**config.mk**
```make
export PLATFORM = sky130hd
export DESIGN_NAME = id_ex_stage
export DESIGN_NICKNAME = d
export VERILOG_FILES = /design/src/rtl/id_ex_stage.sv
export SDC_FILE = /design/constraint.sdc
export NUM_CORES = 1
export LEC_CHECK = 0
export ABC_AREA = 1
export CAP_MARGIN = 20
export CORE_UTILIZATION = 27
export DETAILED_ROUTE_END_ITERATION = 16
export GPL_TIMING_DRIVEN = 0
export PLACE_DENSITY = 0.7
export SETUP_SLACK_MARGIN = 0.15
export SYNTH_ARGS = -nofsm -noshare
export SYNTH_HDL_FRONTEND = slang
export SYNTH_SLANG_ARGS = --single-unit
```
**constraint.sdc**
```tcl
create_clock -name clk -period 1.56 [get_ports clk]
set_clock_uncertainty 0.1 [all_clocks]
set_input_delay 0.156 -clock clk [delete_from_list [all_inputs] [get_ports clk]]
set_output_delay 0.156 -clock clk [all_outputs]
set_load 0.03 [all_outputs]
```
**src/rtl/id_ex_stage.sv**
```systemverilog
// ID/EX pipeline register: captures decoded control and operands for EX, inserts
// bubbles on flush or load-use hazard. Load-use detection is built only with HAZARD_DETECT_EN.
module id_ex_stage #(
    parameter int unsigned DATA_W = 32,
    parameter int unsigned REG_AW = 5,
    parameter int unsigned CNT_W  = 8
) (
    input  logic              clk,
    input  logic              rst,
    input  logic              id_valid_i,
    input  logic [5:0]        id_opcode_i,
    input  logic [9:0]        id_ctrl_i,
    input  logic [DATA_W-1:0] id_pc4_i,
    input  logic [DATA_W-1:0] id_rd1_i,
    input  logic [DATA_W-1:0] id_rd2_i,
    input  logic [DATA_W-1:0] id_imm_i,
    input  logic [REG_AW-1:0] id_rs_i,
    input  logic [REG_AW-1:0] id_rt_i,
    input  logic [REG_AW-1:0] id_rd_i,
    input  logic              hold_i,
    input  logic              flush_i,
    output logic              ex_valid_o,
    output logic [9:0]        ex_ctrl_o,
    output logic [DATA_W-1:0] ex_pc4_o,
    output logic [DATA_W-1:0] ex_rd1_o,
    output logic [DATA_W-1:0] ex_rd2_o,
    output logic [DATA_W-1:0] ex_imm_o,
    output logic [REG_AW-1:0] ex_rs_o,
    output logic [REG_AW-1:0] ex_rt_o,
    output logic [REG_AW-1:0] ex_rd_o,
    output logic              stall_o,
    output logic [CNT_W-1:0]  bubble_cnt_o
);

    localparam int unsigned CTRL_W    = 10;
    // Control bundle order: {MtoR, Urw, Branch, MRead, MWrite, RegDs, AOp[2:0], ALUsrc}
    localparam int unsigned MREAD_BIT = 6;
    localparam logic [5:0]  OP_RTYPE  = 6'b000000;
    localparam logic [5:0]  OP_SW     = 6'b101011;
    localparam logic [5:0]  OP_BEQ    = 6'b000100;
    localparam logic [CNT_W-1:0] CNT_MAX = '1;

    logic              ex_valid_q, ex_valid_d;
    logic [CTRL_W-1:0] ex_ctrl_q,  ex_ctrl_d;
    logic [DATA_W-1:0] ex_pc4_q,   ex_pc4_d;
    logic [DATA_W-1:0] ex_rd1_q,   ex_rd1_d;
    logic [DATA_W-1:0] ex_rd2_q,   ex_rd2_d;
    logic [DATA_W-1:0] ex_imm_q,   ex_imm_d;
    logic [REG_AW-1:0] ex_rs_q,    ex_rs_d;
    logic [REG_AW-1:0] ex_rt_q,    ex_rt_d;
    logic [REG_AW-1:0] ex_rd_q,    ex_rd_d;
    logic [CNT_W-1:0]  cnt_q,      cnt_d;
    logic              hazard_c;

`ifdef HAZARD_DETECT_EN
    logic uses_rt_c;
    logic rs_match_c;
    logic rt_match_c;

    // A load in EX conflicts with a consumer in ID that reads its destination
    always_comb begin
        uses_rt_c  = (id_opcode_i == OP_RTYPE) || (id_opcode_i == OP_SW) ||
                     (id_opcode_i == OP_BEQ);
        rs_match_c = (ex_rt_q == id_rs_i);
        rt_match_c = uses_rt_c && (ex_rt_q == id_rt_i);
        hazard_c   = ex_valid_q && ex_ctrl_q[MREAD_BIT] && (ex_rt_q != '0) &&
                     id_valid_i && (rs_match_c || rt_match_c);
    end
`else
    logic unused_opcode;

    assign unused_opcode = ^{id_opcode_i, OP_RTYPE, OP_SW, OP_BEQ, MREAD_BIT[0]};
    assign hazard_c      = 1'b0;
`endif

    assign stall_o = hazard_c;

    // Next-state: flush beats hold, hold beats hazard, otherwise load sanitised ID slot
    always_comb begin
        ex_valid_d = ex_valid_q;
        ex_ctrl_d  = ex_ctrl_q;
        ex_pc4_d   = ex_pc4_q;
        ex_rd1_d   = ex_rd1_q;
        ex_rd2_d   = ex_rd2_q;
        ex_imm_d   = ex_imm_q;
        ex_rs_d    = ex_rs_q;
        ex_rt_d    = ex_rt_q;
        ex_rd_d    = ex_rd_q;
        cnt_d      = cnt_q;

        if (flush_i || (!hold_i && hazard_c)) begin
            ex_valid_d = 1'b0;
            ex_ctrl_d  = '0;
            if (cnt_q != CNT_MAX) begin
                cnt_d = cnt_q + CNT_W'(1);
            end
        end else if (!hold_i) begin
            ex_valid_d = id_valid_i;
            ex_ctrl_d  = id_valid_i ? id_ctrl_i : CTRL_W'(0);
            ex_pc4_d   = id_pc4_i;
            ex_rd1_d   = id_rd1_i;
            ex_rd2_d   = id_rd2_i;
            ex_imm_d   = id_imm_i;
            ex_rs_d    = id_rs_i;
            ex_rt_d    = id_rt_i;
            ex_rd_d    = id_rd_i;
        end
    end

    always_ff @(posedge clk) begin
        if (rst) begin
            ex_valid_q <= 1'b0;
            ex_ctrl_q  <= '0;
            ex_pc4_q   <= '0;
            ex_rd1_q   <= '0;
            ex_rd2_q   <= '0;
            ex_imm_q   <= '0;
            ex_rs_q    <= '0;
            ex_rt_q    <= '0;
            ex_rd_q    <= '0;
            cnt_q      <= '0;
        end else begin
            ex_valid_q <= ex_valid_d;
            ex_ctrl_q  <= ex_ctrl_d;
            ex_pc4_q   <= ex_pc4_d;
            ex_rd1_q   <= ex_rd1_d;
            ex_rd2_q   <= ex_rd2_d;
            ex_imm_q   <= ex_imm_d;
            ex_rs_q    <= ex_rs_d;
            ex_rt_q    <= ex_rt_d;
            ex_rd_q    <= ex_rd_d;
            cnt_q      <= cnt_d;
        end
    end

    assign ex_valid_o   = ex_valid_q;
    assign ex_ctrl_o    = ex_ctrl_q;
    assign ex_pc4_o     = ex_pc4_q;
    assign ex_rd1_o     = ex_rd1_q;
    assign ex_rd2_o     = ex_rd2_q;
    assign ex_imm_o     = ex_imm_q;
    assign ex_rs_o      = ex_rs_q;
    assign ex_rt_o      = ex_rt_q;
    assign ex_rd_o      = ex_rd_q;
    assign bubble_cnt_o = cnt_q;

endmodule
```
# After elaboration in Yosys (flattened, before gate mapping)
# Cells that the tools add are included.
[word_totals]
reg_bits = 162
wordCells = 18
output_inout_bits = 163
[classes]
n_reduce_logical = 3
n_eq_ne = 1
mux = 1
bitwise = 2
add_sub_neg = 1
[op_table]
columns = ["operator", "count"]
rows = [
  ["$mux W10", 1],
  ["$add A8 B1 Y8 const B", 1],
  ["$ne A8 B8 Y1 const B", 1],
  ["$reduce_and A2 Y1", 2],
  ["$not A1 Y1", 2],
  ["$reduce_or A2 Y1", 1],
]

# Depth between registers and ports, before layout
# Gate-level depths: netlist (run 1).
[logic_depth]
depth_word = 2
depth_mapped = 7

# Worst setup path after synthesis (run 1)
# OpenSTA, ideal clock, no wires.
[synth_path]
kind = "register to register"
from = "register cnt_q[0] (netlist: bubble_cnt_o[0])"
to = "register cnt_q[0] (netlist: bubble_cnt_o[0])"
setup_slack_ps = 30
period_less_slack_ps = 1530
t_arrival_ps = 1314
path_stages_with_launch = 7
cell_sequence = "dfxtp_1 > ha_1 > nand2_1 > nor2_1 > nand2_2 > a21oi_1 > nor2_1"
[synth_via]
elab_chain_len = 2
word_cells_on_any_way = 3
classes_between = "add/sub: 1; eq/ne: 1; reduce/logical: 1"
[synth_rtl]
columns = ["item", "line", "text"]
rows = [
  ["start, declared", "52", "logic [CNT_W-1:0] cnt_q, cnt_d;"],
  ["start signal, assigned", "132", "cnt_q <= cnt_d;"],
  ["parallel branches: the longest is 2 deep, another holds $add A8 B1 Y8", "n/a", ""],
]
# Parallel ways; which one is timed is not known.
# A chain may end at the register's enable or synchronous reset.

# Worst setup path in the final report (run 1)
[layout_path]
from = "register ex_rd2_q[21] (netlist: ex_rd2_o[21])"
to = "output ex_rd2_o[21]"
[layout_lines]
columns = ["item", "line", "text"]
rows = [
  ["start, declared", "47", "logic [DATA_W-1:0] ex_rd2_q, ex_rd2_d;"],
  ["start signal, assigned", "127", "ex_rd2_q <= ex_rd2_d;"],
  ["end, declared", "26", "output logic [DATA_W-1:0] ex_rd2_o,"],
]
# No word-level cell between the ends.

==> results of run 1 <==
## per-layer routing
layer	routed length (µm)	track usage [%]	up-vias
met1	8120	19.9	2661
met2	9230	30.5	223
met3	1860	7.31	11
met4	209	4.85	0
met5	0	0	-
li1	-	-	3044
## area by class of cell
class | count | area (µm²)
Fill cell | 2132 | 11400
Sequential cell | 162 | 3250
Timing Repair Buffer | 320 | 2760
Multi-Input combinational cell | 516 | 2200
Clock buffer | 18 | 439
Tap cell | 275 | 344
Buffer | 50 | 287
Clock inverter | 13 | 175
Inverter | 17 | 66.3
## registers in the layout (all words and copies together) (netlist names)
name / flops
ex_ctrl_o: 10
ex_pc4_o: 32
ex_valid_o: 1
ex_rd2_o: 32
ex_rd_o: 5
ex_rs_o: 5
ex_rt_o: 5
ex_imm_o: 32
ex_rd1_o: 32
bubble_cnt_o: 8
## placed cells by master, fill, tap and decap left out, types with 2 or more instances in the layout
cell and instances:
inv_6 3, a21oi_1 14, bufinv_16 3, dfxtp_2 3, nand2_1 39, nor2_2 5
clkdlybuf4s15_2 42, buf_2 17, clkbuf_2 107, nor2_1 295, nand2_2 3, inv_1 14
nand4_1 2, clkbuf_16 17, clkdlybuf4s15_1 20, o21ai_0 118, o21ai_1 26, clkinvlp_4 4
clkinv_4 2, clkdlybuf4s50_1 156, nand3_1 8, dfxtp_1 159, buf_4 17, clkbuf_1 8
## per-stage QoR
step,TNS (ps),std cells,setup WS (ps),hold slack (ps),instance area (µm²)
global route,0,1371,150,131,9510
floorplan,0,744,170,191,5750
detailed placement,-53390,1338,-535,353,9290
finish,0,1371,196,133,9510
CTS,0,1371,150,112,9960
global placement,-52960,1338,-546,343,9290
## cells in the mapped netlist (2+ instances only)
cell,number,share of area [%]
nand2_1,40,2.6
nand4_1,2,0.22
a21oi_1,15,1.3
buf_4,16,2.1
dfxtp_1,162,56
nor2_1,299,20
clkbuf_1,22,1.4
buf_2,11,0.96
inv_1,15,0.98
o21ai_1,26,2.3
nand3_1,8,0.70
o21ai_0,118,10
## how the worst max path moves through the flow
stage / cells after the start / slack (ps) / to / startpoint
floorplan: 6 / 170 / bubble_cnt_o[0] / bubble_cnt_o[0]
global placement: 7 / -550 / ex_rd1_o[11] / hold_i
detailed placement: 7 / -540 / ex_rd1_o[11] / hold_i
CTS: 1 / 150 / ex_pc4_o[29] / ex_pc4_o[29]
global route: 1 / 150 / ex_rd1_o[13] / ex_rd1_o[13]
finish: 1 / 200 / ex_rd2_o[21] / ex_rd2_o[21]
## timing repair
action / CTS / global route
gates resized for setup: 376 / 129
buffers inserted: 1 / 0
hold endpoints to repair: 0 / 0
setup endpoints to repair: 279 / 140
pin swaps: 1 / 2
gates cloned: 1 / 0
## worst reg2reg max path, stage by stage (launching register included)
cell and delay (ps):
dfxtp_2 370, ha_2 220, nand2_2 90, nor2_2 150, nand2_2 110, a21oi_1 150
nor2_1 60
## power by group through the flow
| stage | Sequential, µW | Combinational [µW] | Clock, µW |
|---|---|---|---|
| after floorplan | 5100 | 430 | 0 |
| after CTS | 4520 | 1890 | 4500 |
| final | 4520 | 1810 | 4380 |
| after global placement | 4600 | 1980 | 0 |
| after detailed placement | 4610 | 1990 | 0 |
| after global routing | 4550 | 1960 | 4680 |
## cells by family (layout without fill, tap and decap cells)
family | count (synthesis) | count (layout) | synth area share [%]
AND/OR/NAND/NOR | 352 | 353 | 23.5
flip-flops | 162 | 162 | 56.4
AO/OA/AOI/OAI | 161 | 161 | 14.1
buffers and inverters | 67 | 418 | 5.79
adder cells (fa/ha/maj) | 1 | 1 | 0.218
other | 1 | 1 | 0.0652
==> impl_results.md, run 1 <==
* #FFs+latches synth at ~160
* Cell Area, Synth at between 0.005 and 0.006 mm²
* Cells on worst reg2reg path at 6
* Internal power at 7740 µW
* Max Cap Viol at 0
* RSZ-0062 raised after global routing: no
* Final Total Pwr at approximately 11000 µW
* Slew Limit Fails at 0
* Clk sink count at roughly 160
* Seq/Total Area, Yosys at between 50% and 60%
* Period utilization at a little under 90%
* Fraction of layout instances using a drive strength above 1 at approximately a fifth
* Worst path bufs/invs at 1
* Total grt overflow at 0
* Die area at approximately 0.022 mm²
* Synth Flop Type: dfxtp_1
* Detailed Routing Iterations Pass 1 at 4
* Max incr delay on CP at between 300 and 400 ps
* Switching share of power at between 20 and 30%
* Port Buffer Count at around 320
* Outcome: finished clean
* CTS tree: done
* R2R Setup Slk at about 210 ps
* Initial core utilization at between 20% and 30%
* Htree depth at 4
* Max VDD drop at between 0.7 and 0.8 mV
* Via count of the first global-routing pass at 5738
* Placer Congestion at 0.818
* Post-layout min period at between 1000 and 1500 ps
* Clock Latency Late Sink at a little over 400 ps
* Core ar. at 0.0210 mm²
* Clk buf depth at 2
* Hold buffers post-CTS at 0
* Worst Setup End Kind: output port
* FMAX at between 700 and 800 MHz
* Worst hold endpoint: ex_ctrl_o[9]
* Switch Pwr at 2970 µW
* CP max FO at 2
* Setup violators final at 0
* Flop pwr share at between 40% and 50%
* Row count at between 50 and 60
* Post-synth cell types at 22
* Max stage delay cell, worst path: clkdlybuf4s15_1
* Die Width at 148 µm
* Startpoint types: flop
* EDFF count, synth at 0
* Pin count of the biggest net entering global routing at 17
* Leak Pwr at 0.00422 µW
* Via density at about 4.3
* Initial antenna violation count at 0
* Reg-to-Reg End: bubble_cnt_o[1]
* Ys async rst share at 0%
* Syn Nets at 909
* Vias post-DR at 5939
* DRC viols at 0
* Antenna Nets Post-Route at 0
* CP Class: reg2out
* Comb pwr share at roughly 17%
* Clock power share at between 40 and 50%
* Diode count at 0
* Crit path DAT at around 1100 ps
* Clock Pin Slew Worst Setup and Hold Paths at approximately 60 ps
* # IOs at ~330
* Die Y at 148 µm
* Hold crit path type: in2reg
* Post-Syn Instances at about 740
* Hold depth at 3
* Area grow syn2layout at 65.4%
* CP cell instances: clkdlybuf4s15_1
* Hold_sp: hold_i
* # nets final at 1249
* Global-route wire length before repair at around 30000 µm
* Ys Warns at 0
* Routed WL per cell at around 14 µm
* Overall routing resource usage at between 10% and 20%
* Crit-path leading delay family: buffers and inverters
* Final HPWL DP at ~14000 µm
* Pwr/cell area at between 1000 and 1500 mW/mm²
* Worst flop-to-flop path startpoint: bubble_cnt_o[0]
* 1st-iter DRT viols at 150
* Hold Fails Final Rpt at 0
* CP Data Required Time at about 1300 ps
* Total CTS buffers at 17
* Root buffer cell: clkbuf_16
* Fin util at a little under half
* Syn_area_per_cell at 7.73 µm²
* Final wirelength at 19400 µm
No activity file was read; power rests on OpenSTA's default activity.
==> inputs of run 2 (changes only) <==
CTS_CLUSTER_DIAMETER = 40   (was default)
PLACE_DENSITY = 0.72   (was 0.7)
clock period = 1.15 ns   (was 1.56 ns; I/O delays follow)
==> run 2 against run 1 <==
Effect of this change: the run now ends with setup timing left; sequential share of layout area fell by 1.7 points; critical path depth increased by 5; power is 35% higher; design area up 12%; die area stayed put; register-to-register slack got worse by 270 ps; setup slack worse by 260 ps; critical path type is now reg2reg; critical endpoint is now bubble_cnt_o[3].
==> impl_results.md, run 2 (same netlist as run 1, synthesis figures left out) <==
* Worst path bufs/invs at 0
* Violations in the final reports: setup timing
* Vias post-DR at ~6000
* Area grow syn2layout at 85.7%
* CP Class: reg2reg
* FMAX at about 830 MHz
* Total grt overflow at 0
* Core ar. at about 0.021 mm²
* Fin cells at roughly 1400
* Initial antenna violation count at 1
* Period utilization at 105%
* Die Width at about 150 µm
* Final Worst Setup Slack at -59.8 ps
* Antenna Nets Post-Route at 0
* Via count of the first global-routing pass at between 6000 and 7000
* Total negative slack at -322 ps
* 1st-iter DRT viols at 175
* Die Y at between 100 and 150 µm
* Worst Setup End Kind: flop
* Global-route wire length before repair at roughly 32000 µm
* Commonest non-fill, non-tap cell in the layout: nor2_1
* # nets final at between 1000 and 1500
* Post-Place Cell Area at ~0.0094 mm²
* Hold Fails Final Rpt at 0
* # IOs at between 300 and 400
* CP max FO at 9
* Fin util at between 50% and 60%
* Initial core utilization at a little over a quarter
* Row count at 53
* CTS tree: done
* Max stage delay cell, worst path: dfxtp_4
* Most used cell, CP: nand2_4
* R2R Setup Slk at -60 ps
* Clk buf depth at 2
* Outcome: finished, violations left
* CP Data Required Time at about 1400 ps
* Pin count of the biggest net entering global routing at 17
* Clock Pin Slew Worst Setup and Hold Paths at 70 ps
* Startpoint types: flop
* Max incr delay on CP at slightly below 400 ps
* Setup violators final at 10
* Clock Latency Late Sink at ~400 ps
* Fin area at approximately 0.011 mm²
* Final wirelength at 20700 µm
* RSZ-0062 raised after global routing: yes
* Die area at roughly 0.022 mm²
* Pwr/cell area at 1360 mW/mm²
* Htree depth at 4
* CP cell instances: ha_4, nand2_4, nor2_4, nand2_4, a21oi_2, nor2_1
* Hold_sp: hold_i
* Hold crit path type: in2reg
* Commonest cells after routing, fill and taps aside: nor2_1 (296), buf_6 (172), dfxtp_2 (154), clkdlybuf4s50_1 (154), o21ai_0 (114)
* Worst flop-to-flop path startpoint: bubble_cnt_o[1]
* Total CTS buffers at 17
* Leak Pwr at about 0.0047 µW
* Hold Worst Slack at ~49 ps
* Fraction of layout instances using a drive strength above 1 at 39.4%
* Crit path DAT at 1430 ps
* Via density at 4.41
* Final HPWL DP at 14700 µm
* Slew Limit Fails at 0
* Routed WL per cell at about 15 µm
* Crit-path leading delay family: flip-flops
* Reg-to-Reg End: bubble_cnt_o[3]
* Cells after DPL at 1338
* Worst hold endpoint: ex_valid_o
* Root buffer cell: clkbuf_16
* DRC viols at 0
* Max Cap Viol at 0
* Post-layout min period at about 1200 ps
* Clk sink count at 162
* Max VDD drop at 0.881 mV
* Hold depth at 4
* Port Buffer Count at 319
* Fill cells at ~2000
* Detailed Routing Iterations Pass 1 at 4
* Overall routing resource usage at around a fifth
* Placer Congestion at 0.836
* Cells on worst reg2reg path at 6
==> run 2: changes by cell type in the layout (fill, tap and decap cells not counted), sizes merged, moves of 2 or more <==
cell / change
clkdlybuf4s50: -2
bufinv: -3
buf: +174
clkbuf: -89
clkdlybuf4s15: -62
==> run 2: layer usage <==
layer  vias up  global-route usage, %  routed length, µm
met2       255                   32.8              10200
met3        30                   8.21               2020
met4         0                   6.75                430
met1      2756                   19.9               8050
li1       3094                      -                  -
met5         -                      0                  0
==> run 2: layout make-up <==
type	count	area (µm²)	area share (%)
Antenna cell	1	2.50	0.0234
Buffer	50	430	4.03
Clock buffer	20	447	4.18
Clock inverter	12	96.3	0.902
Inverter	17	73.8	0.691
Multi-Input combinational cell	515	2240	21.0
Sequential cell	162	3470	32.4
Tap cell	275	344	3.22
Timing Repair Buffer	340	3580	33.5
==> run 2: what timing repair did <==
item | in CTS | in global routing
setup endpoints to repair | 324 | 297
hold buffers | 0 | 1
pin swaps | 3 | 3
hold endpoints to repair | 0 | 1
resized for setup | 1351 | 21
gates cloned | 0 | 1
setup buffers | 14 | 5
==> run 2: power breakdown <==
| part | internal [µW] | switching (µW) |
|---|---|---|
| sequential | 6020 | 253 |
| combinational | 1450 | 1470 |
| clock | 2860 | 2450 |
| total | 10300 | 4170 |
==> run 2: worst max path at each step <==
stage	endpoint	start	cells after the start	slack [ps]
3_5_place_dp	ex_rd1_o[14]	rst	6	-970
4_1_cts	bubble_cnt_o[3]	bubble_cnt_o[0]	6	-60
5_1_grt	bubble_cnt_o[3]	bubble_cnt_o[0]	7	-150
6_report	bubble_cnt_o[3]	bubble_cnt_o[1]	6	-60
2_1_floorplan	bubble_cnt_o[3]	bubble_cnt_o[1]	6	-80
3_3_place_gp	ex_rd1_o[20]	rst	6	-950
==> run 2: worst register-to-register path, cell delays in order (launching register included) <==
cell and delay (ps):
dfxtp_4 390, ha_4 160, nand2_4 70, nor2_4 100, nand2_4 100, a21oi_2 150, nor2_1 40
==> run 2: metrics by stage <==
stage,setup slack [ps],total power [µW]
finish,-59.8,14500
global route,-146,15200
CTS,-58.1,14600
detailed placement,-973,8970
global placement,-954,8950
floorplan,-76.5,7510
